### config.mk
export PLATFORM = sky130hd
export DESIGN_NAME = alu_shift_seq
export DESIGN_NICKNAME = d
export VERILOG_FILES = /design/src/rtl/alu_shift_seq.sv
export SDC_FILE = /design/constraint.sdc
export NUM_CORES = 1
export LEC_CHECK = 0
export BUFFER_PORTS_ARGS = -buffer_cell sky130_fd_sc_hd__buf_2
export CORE_UTILIZATION = 30
export DETAILED_ROUTE_END_ITERATION = 16
export GPL_TIMING_DRIVEN = 0
export PLACE_DENSITY = 0.59
export SLEW_MARGIN = 5
export SYNTH_ARGS = -nofsm -noshare
export SYNTH_HDL_FRONTEND = slang
export SYNTH_SLANG_ARGS = --single-unit
### constraint.sdc
create_clock -name clk -period 2.9 [get_ports clk]
set_clock_uncertainty 0.2 [all_clocks]
set_input_delay 0.29 -clock clk [delete_from_list [all_inputs] [get_ports clk]]
set_output_delay 0.29 -clock clk [all_outputs]
set_load 0.01 [all_outputs]
### src/rtl/alu_shift_seq.sv
// Shift/rotate sequencer driving an external ALU through SH (shift/load) and RES (result) phases.
// Build option ALU_SHIFT_SEQ_SWAP_EN: SWAP runs as four RLC passes; otherwise SWAP returns an error response.
module alu_shift_seq (
  input  logic       clk,
  input  logic       nreset,
  input  logic       req_valid,
  output logic       req_ready,
  input  logic [2:0] req_op,
  input  logic [7:0] req_data,
  input  logic       req_cin,
  output logic       rsp_valid,
  output logic [7:0] rsp_data,
  output logic       rsp_z,
  output logic       rsp_c,
  output logic       rsp_err,
  output logic       alu_en,
  output logic [7:0] alu_op,
  output logic       alu_si,
  output logic       alu_sh,
  output logic       alu_ld,
  output logic       alu_res_oe,
  output logic       alu_l,
  output logic       alu_h,
  input  logic       alu_shift_dbl,
  input  logic [7:0] alu_result,
  input  logic       alu_zero
);

  typedef enum logic [1:0] {IDLE, SH, RES} state_t;
  typedef enum logic [2:0] {
    OP_RLC, OP_RRC, OP_RL, OP_RR, OP_SLA, OP_SRA, OP_SWAP, OP_SRL
  } op_t;

  state_t     state;
  logic [2:0] op_q;
  logic       carry_q;
`ifdef ALU_SHIFT_SEQ_SWAP_EN
  logic [1:0] pass_q;
`endif

  // Bit entering the vacated end of the operand for each operation.
  function automatic logic shift_in(input logic [2:0] op, input logic [7:0] d, input logic cin);
    case (op_t'(op))
      OP_RLC, OP_SRA, OP_SWAP: shift_in = d[7];
      OP_RRC:                  shift_in = d[0];
      OP_RL, OP_RR:            shift_in = cin;
      default:                 shift_in = 1'b0;
    endcase
  endfunction

  // NOTE: all state and registered outputs use non-blocking assignments so every
  // flop samples pre-edge values regardless of statement order.
  always_ff @(posedge clk or negedge nreset) begin
    if (!nreset) begin
      state      <= IDLE;
      op_q       <= 3'd0;
      carry_q    <= 1'b0;
`ifdef ALU_SHIFT_SEQ_SWAP_EN
      pass_q     <= 2'd0;
`endif
      req_ready  <= 1'b1;
      rsp_valid  <= 1'b0;
      rsp_data   <= 8'h00;
      rsp_z      <= 1'b0;
      rsp_c      <= 1'b0;
      rsp_err    <= 1'b0;
      alu_en     <= 1'b0;
      alu_op     <= 8'h00;
      alu_si     <= 1'b0;
      alu_sh     <= 1'b0;
      alu_ld     <= 1'b0;
      alu_res_oe <= 1'b0;
      alu_l      <= 1'b0;
      alu_h      <= 1'b0;
    end else begin
      rsp_valid <= 1'b0;
      case (state)
        IDLE: begin
          if (req_valid) begin
            op_q <= req_op;
`ifdef ALU_SHIFT_SEQ_SWAP_EN
            pass_q <= 2'd0;
`else
            if (req_op == OP_SWAP) begin
              // Unsupported in this build: answer immediately without touching the ALU.
              rsp_valid <= 1'b1;
              rsp_err   <= 1'b1;
              rsp_data  <= req_data;
              rsp_z     <= 1'b0;
              rsp_c     <= 1'b0;
            end else
`endif
            begin
              state      <= SH;
              req_ready  <= 1'b0;
              alu_en     <= 1'b1;
              alu_op     <= req_data;
              alu_si     <= shift_in(req_op, req_data, req_cin);
              alu_sh     <= req_op[0];  // odd opcodes shift right
              alu_ld     <= 1'b1;
              alu_res_oe <= 1'b0;
              alu_l      <= 1'b1;
              alu_h      <= 1'b0;
            end
          end
        end

        SH: begin
          carry_q    <= alu_shift_dbl;
          state      <= RES;
          alu_ld     <= 1'b0;
          alu_res_oe <= 1'b1;
          alu_l      <= 1'b0;
          alu_h      <= 1'b1;
        end

        RES: begin
`ifdef ALU_SHIFT_SEQ_SWAP_EN
          if (op_q == OP_SWAP && pass_q != 2'd3) begin
            // Another RLC pass on the result just produced.
            pass_q     <= pass_q + 2'd1;
            state      <= SH;
            alu_op     <= alu_result;
            alu_si     <= alu_result[7];
            alu_ld     <= 1'b1;
            alu_res_oe <= 1'b0;
            alu_l      <= 1'b1;
            alu_h      <= 1'b0;
          end else
`endif
          begin
            state      <= IDLE;
            req_ready  <= 1'b1;
            rsp_valid  <= 1'b1;
            rsp_data   <= alu_result;
            rsp_z      <= alu_zero;
            rsp_c      <= (op_q == OP_SWAP) ? 1'b0 : carry_q;
            rsp_err    <= 1'b0;
            alu_en     <= 1'b0;
            alu_op     <= 8'h00;
            alu_si     <= 1'b0;
            alu_sh     <= 1'b0;
            alu_ld     <= 1'b0;
            alu_res_oe <= 1'b0;
            alu_l      <= 1'b0;
            alu_h      <= 1'b0;
          end
        end

        default: state <= IDLE;
      endcase
    end
  end

endmodule

# Yosys cells after proc, flatten, opt, wreduce, memory -nomap -nowiden
# Cells that the tools add are included.
# word_totals
regBits	32
inputBits	25
out_inout_bits	28
elab_cells	75
# classes
muxes	35
n_eq_ne	11
reduce_logical	14
# ops
op	n
$mux 8	4
$pmux 8 s2	2
$pmux 1 s2	9
$mux 1	15
$reduce_and 3->1	4
$eq 3x3->1 const B	3
$eq 3x2->1 const B	2
$ne 2x2->1 const B	3
$pmux 1 s3	2
$mux 2	2
$pmux 2 s2	1
$reduce_and 2->1	2
$reduce_bool 2->1	2
$reduce_or 2->1	2
$eq 3x1->1 const B	1
$logic_not 3->1	1
$reduce_bool 3->1	1
$reduce_or 3->1	1
$eq 2x1->1 const B	1
$eq 2x2->1 const B	1
$logic_not 2->1	1

# Longest topological paths before layout
# logic_depth
depth_word	6
depth_mapped	7
mapped_depth_nobuf	5

# Least setup slack after synthesis
# OpenSTA, ideal clock, no wires.
# synth_timing
path_kind	register to register
from	register state[0]
to	register rsp_data[2]
n_path_buf	2
t_arrival_ns	1.557
stages_incl_launch_ff	7
setup_slack_ns	1.018
period_less_slack_ns	1.882
required_ns	2.575
cell_sequence	dfrtp_1 > inv_1 > ha_1 > buf_2 > buf_2 > mux2_2 > mux2_2
# synth_via
elab_chain_len	3
word_cells_on_any_way	7
classes_between	eq/ne: 3; mux: 1; reduce/logical: 3
# synth_lines
element	line_no	source
start, declared	34	state_t state;
start signal, assigned	55	state <= IDLE;
start signal, assigned	94	state <= SH;
start signal, assigned	110	state <= RES;
$logic_not 2->1 or $eq 2x2->1 (tied branches)	77	case (state)
$ne 2x2->1 (no source line) or $reduce_bool 2->1 (tied branches)	--	
$reduce_and 3->1 (no source line)	--	
end signal, assigned	88	rsp_data <= req_data;
end signal, assigned	135	rsp_data <= alu_result;
end, declared	12	output logic [7:0] rsp_data,
# Parallel ways exist; a longest one is shown, timed or not.
# A chain may end at the register's enable or synchronous reset.

# Final worst setup path
# layout_timing
from	register state[0]
to	register rsp_data[7]
# Same word-level chain as after synthesis.

==> results_dict.tcl <==
set metrics [dict create \
    status "finished clean" \
    rsz0062_at_grt "false" \
    drt-pass1-iter-count 4 \
    initialDrtViolationCount 29 \
    grt_pass1_wl_mm 5.64 \
    nets 206 \
    critPathSlowestCell "dfrtp_1" \
    synthToLayoutAreaGrowth_pct 30.3 \
    crit_required_ns 2.87 \
    async_reset_ff_frac 1.00 \
    syn_avg_cell_area_um2 13.0 \
    slew_headroom 0.523 \
    synthDominantCellAreaShare 0.509 \
    maxCapViolations 0 \
    period_share 0.716 \
    startpoint_type "flip-flop" \
    cts_tree "done" \
    yosys-top-cells-area "dfrtp_1, mux2_2, a22o_1, ha_1, inv_1" \
    worstPathMaxFanout 10 \
    drive_gt1_frac 0.517 \
    critPathMostFrequentCell "inv_1" \
    syn_nets 146 \
    clk_root_buffer_cell "clkbuf_8" \
    wl_per_cell_um 13.4 \
    place_congestion 0.708 \
    drc 0 \
    grt_max_degree 33 \
    synth_adder_area_share 0.0329 \
    initial_core_util 0.316 \
    htree_levels 2 \
    final_util 0.412 \
    dpl.hpwl_mm 2.39 \
    synth_top_family_by_area "multiplexers" \
    cp.arrival_ns 2.04 \
    coreArea_mm2 0.00482 \
    post_cts_resized 0 \
    antenna_found_initial 0 \
    synthSimpleGateAreaFrac 0.0813 \
    ios 53 \
    routed_via_density 4.54 \
    std_cell_rows 25 \
    design_area_mm2 0.00198 \
    synth_top_area_cell "dfrtp_1" \
    yosysMostFrequentCell "dfrtp_1" \
    dieHeight_um 73.2 \
    grt_pass1_vias 1179 \
    worstSetupPathType "reg2reg" \
    worstMarginPinSlew_ns 0.715 \
    crit_family "buffers and inverters" \
    drt.antenna.violating_nets 0 \
    synth_edf_count 0 \
    dieArea_mm2 0.00536 \
    ys.flop_type "dfrtp_1" \
    fin_setup_tns_ns 0 \
    cp-startpoint "state[0]" \
    synthCells 117 \
    finalSetupViolCount 0 \
    fin_cells 245 \
    synth.area.mux_share 0.176 \
    power_density_mw_per_mm2 1030 \
    final_max_slew_viol_count 0 \
    leakage_uw 0.000951 \
    path_cells "inv_1 -> ha_1 -> buf_2 -> inv_1 -> o22ai_4 -> mux2_2" \
    timing.rr.start "state[0]" \
    grt_overflow 0 \
    vias 1113 \
    drt_wl_total_mm 3.28 \
    critical_path_buf_inv_count 3 \
    place_area_mm2 0.00187 \
    critPathMaxStageDelay_ns 0.41 \
    post-cts-setup-buffers 0 \
    n_antenna_cell 0 \
    period_needed_ns 2.08 \
    synth-seq-cells 32 \
    die_w_um 73.2 \
    ys_types 34 \
    synth-compound-area-share 0.141 \
    nFillCells 483 \
    hp-class "in2reg" \
    max_freq_mhz 481 \
    peakVddDrop_uv 404 \
    hold_viol 0 \
    clk_pin_slew_ns 0.07 \
    worstHoldStart "req_data[1]" \
    grt_usage 0.143 \
    portBuffers 52 \
    cts_inserted_buffers 5 \
    cts.hold.buffers_added 1 \
    crit_path_end_kind "flip-flop" \
    synthXorXnorAreaFrac 0 \
    clock_sinks 32 \
    finalPower_uw 2050 \
    clockBufferDepth 2 \
    synth_area_mm2 0.00152 \
    synth_warnings 0 \
    synth_common_cells "dfrtp_1, mux2_2, a22o_1" \
    seq_area_frac_synth 0.527 \
    insertion_delay_ns 0.28 \
    dp.cells 236 \
]
-- placed cells by master (no fill, tap or decap) --
master,n
nand2_1,5
dfrtp_1,31
o221ai_1,1
buf_2,56
nor3_4,1
clkinv_2,1
buf_4,2
dlygate4sd3_1,1
a21boi_1,1
clkbuf_8,5
a32o_1,1
nor3b_1,1
nand2_2,1
a22o_1,9
inv_1,8
and2_1,1
o21ai_0,1
o22a_1,1
ha_1,4
clkbuf_1,1
o2bb2ai_1,1
nor2b_1,2
o21bai_1,1
o22ai_4,1
mux2i_1,2
a211o_1,1
o211ai_1,1
nand3b_1,1
nand3b_4,1
dfstp_2,1
nand4b_1,1
nor2_1,3
and3b_1,1
o21a_1,1
mux2_2,22
bufinv_16,1
a31oi_1,2
a211oi_1,2
o31ai_1,1
-- layout make-up --
type,instances,area (um^2),share of cell area
well taps,67,83.8,0.0422
inverters,8,30.0,0.0151
flip-flops and latches,32,802,0.404
repair buffers,53,270,0.136
clock inverters,2,35.0,0.0177
clock buffers,6,72.6,0.0366
multi-input cells,71,656,0.330
plain buffers,6,35.0,0.0177
-- logic make-up (layout without fill, tap and decap cells) --
kind of cell	after synthesis	count (layout)
AO/OA/AOI/OAI	25	25
AND/OR/NAND/NOR	18	18
multiplexers	24	24
flip-flops	32	32
adder cells (fa/ha/maj)	4	4
buffers and inverters	14	75
-- where the power goes --
group          leakage [uW]  total, uW  internal [uW]  switching, uW
clock             0.0000552        418            255            163
sequential         0.000390        759            650            110
combinational      0.000506        873            441            432
-- flip-flops by register name, indices dropped and copies added (netlist names) --
name       cells
req_ready      1
alu_h          1
carry_q        1
alu_si         1
alu_sh         1
alu_l          1
rsp_err        1
op_q           3
rsp_c          1
alu_en         1
rsp_valid      1
state          2
alu_op         8
rsp_z          1
rsp_data       8
-- through the flow --
step	setup slack, ns	hold slack [ns]
floorplan	1.02	-0.206
global placement	0.794	0.190
detailed placement	0.794	0.191
CTS	0.790	0.0288
global route	0.696	0.0396
finish	0.823	0.0406
-- worst paths after layout --
check / to / slack, ns / cells after the start
setup / recovery: rsp_data[7] / 0.82 / 6
hold / removal: alu_op[1] / 0.04 / 2
setup reg to reg: rsp_data[7] / 0.82 / 6
hold reg to reg: req_ready / 0.28 / 2
max in group asynchronous: op_q[0] / 1.64 / 2
min in group asynchronous: state[0] / 0.41 / 2
-- layer usage --
layer / global-route usage / vias to the layer above / wire, um
li1: - / 545 / -
met1: 0.187 / 524 / 1580
met2: 0.219 / 41 / 1450
met3: 0.0483 / 3 / 220
met4: 0.0523 / 0 / 25
met5: 0 / - / 0
Note: power is estimated with default switching activity, not from simulation.
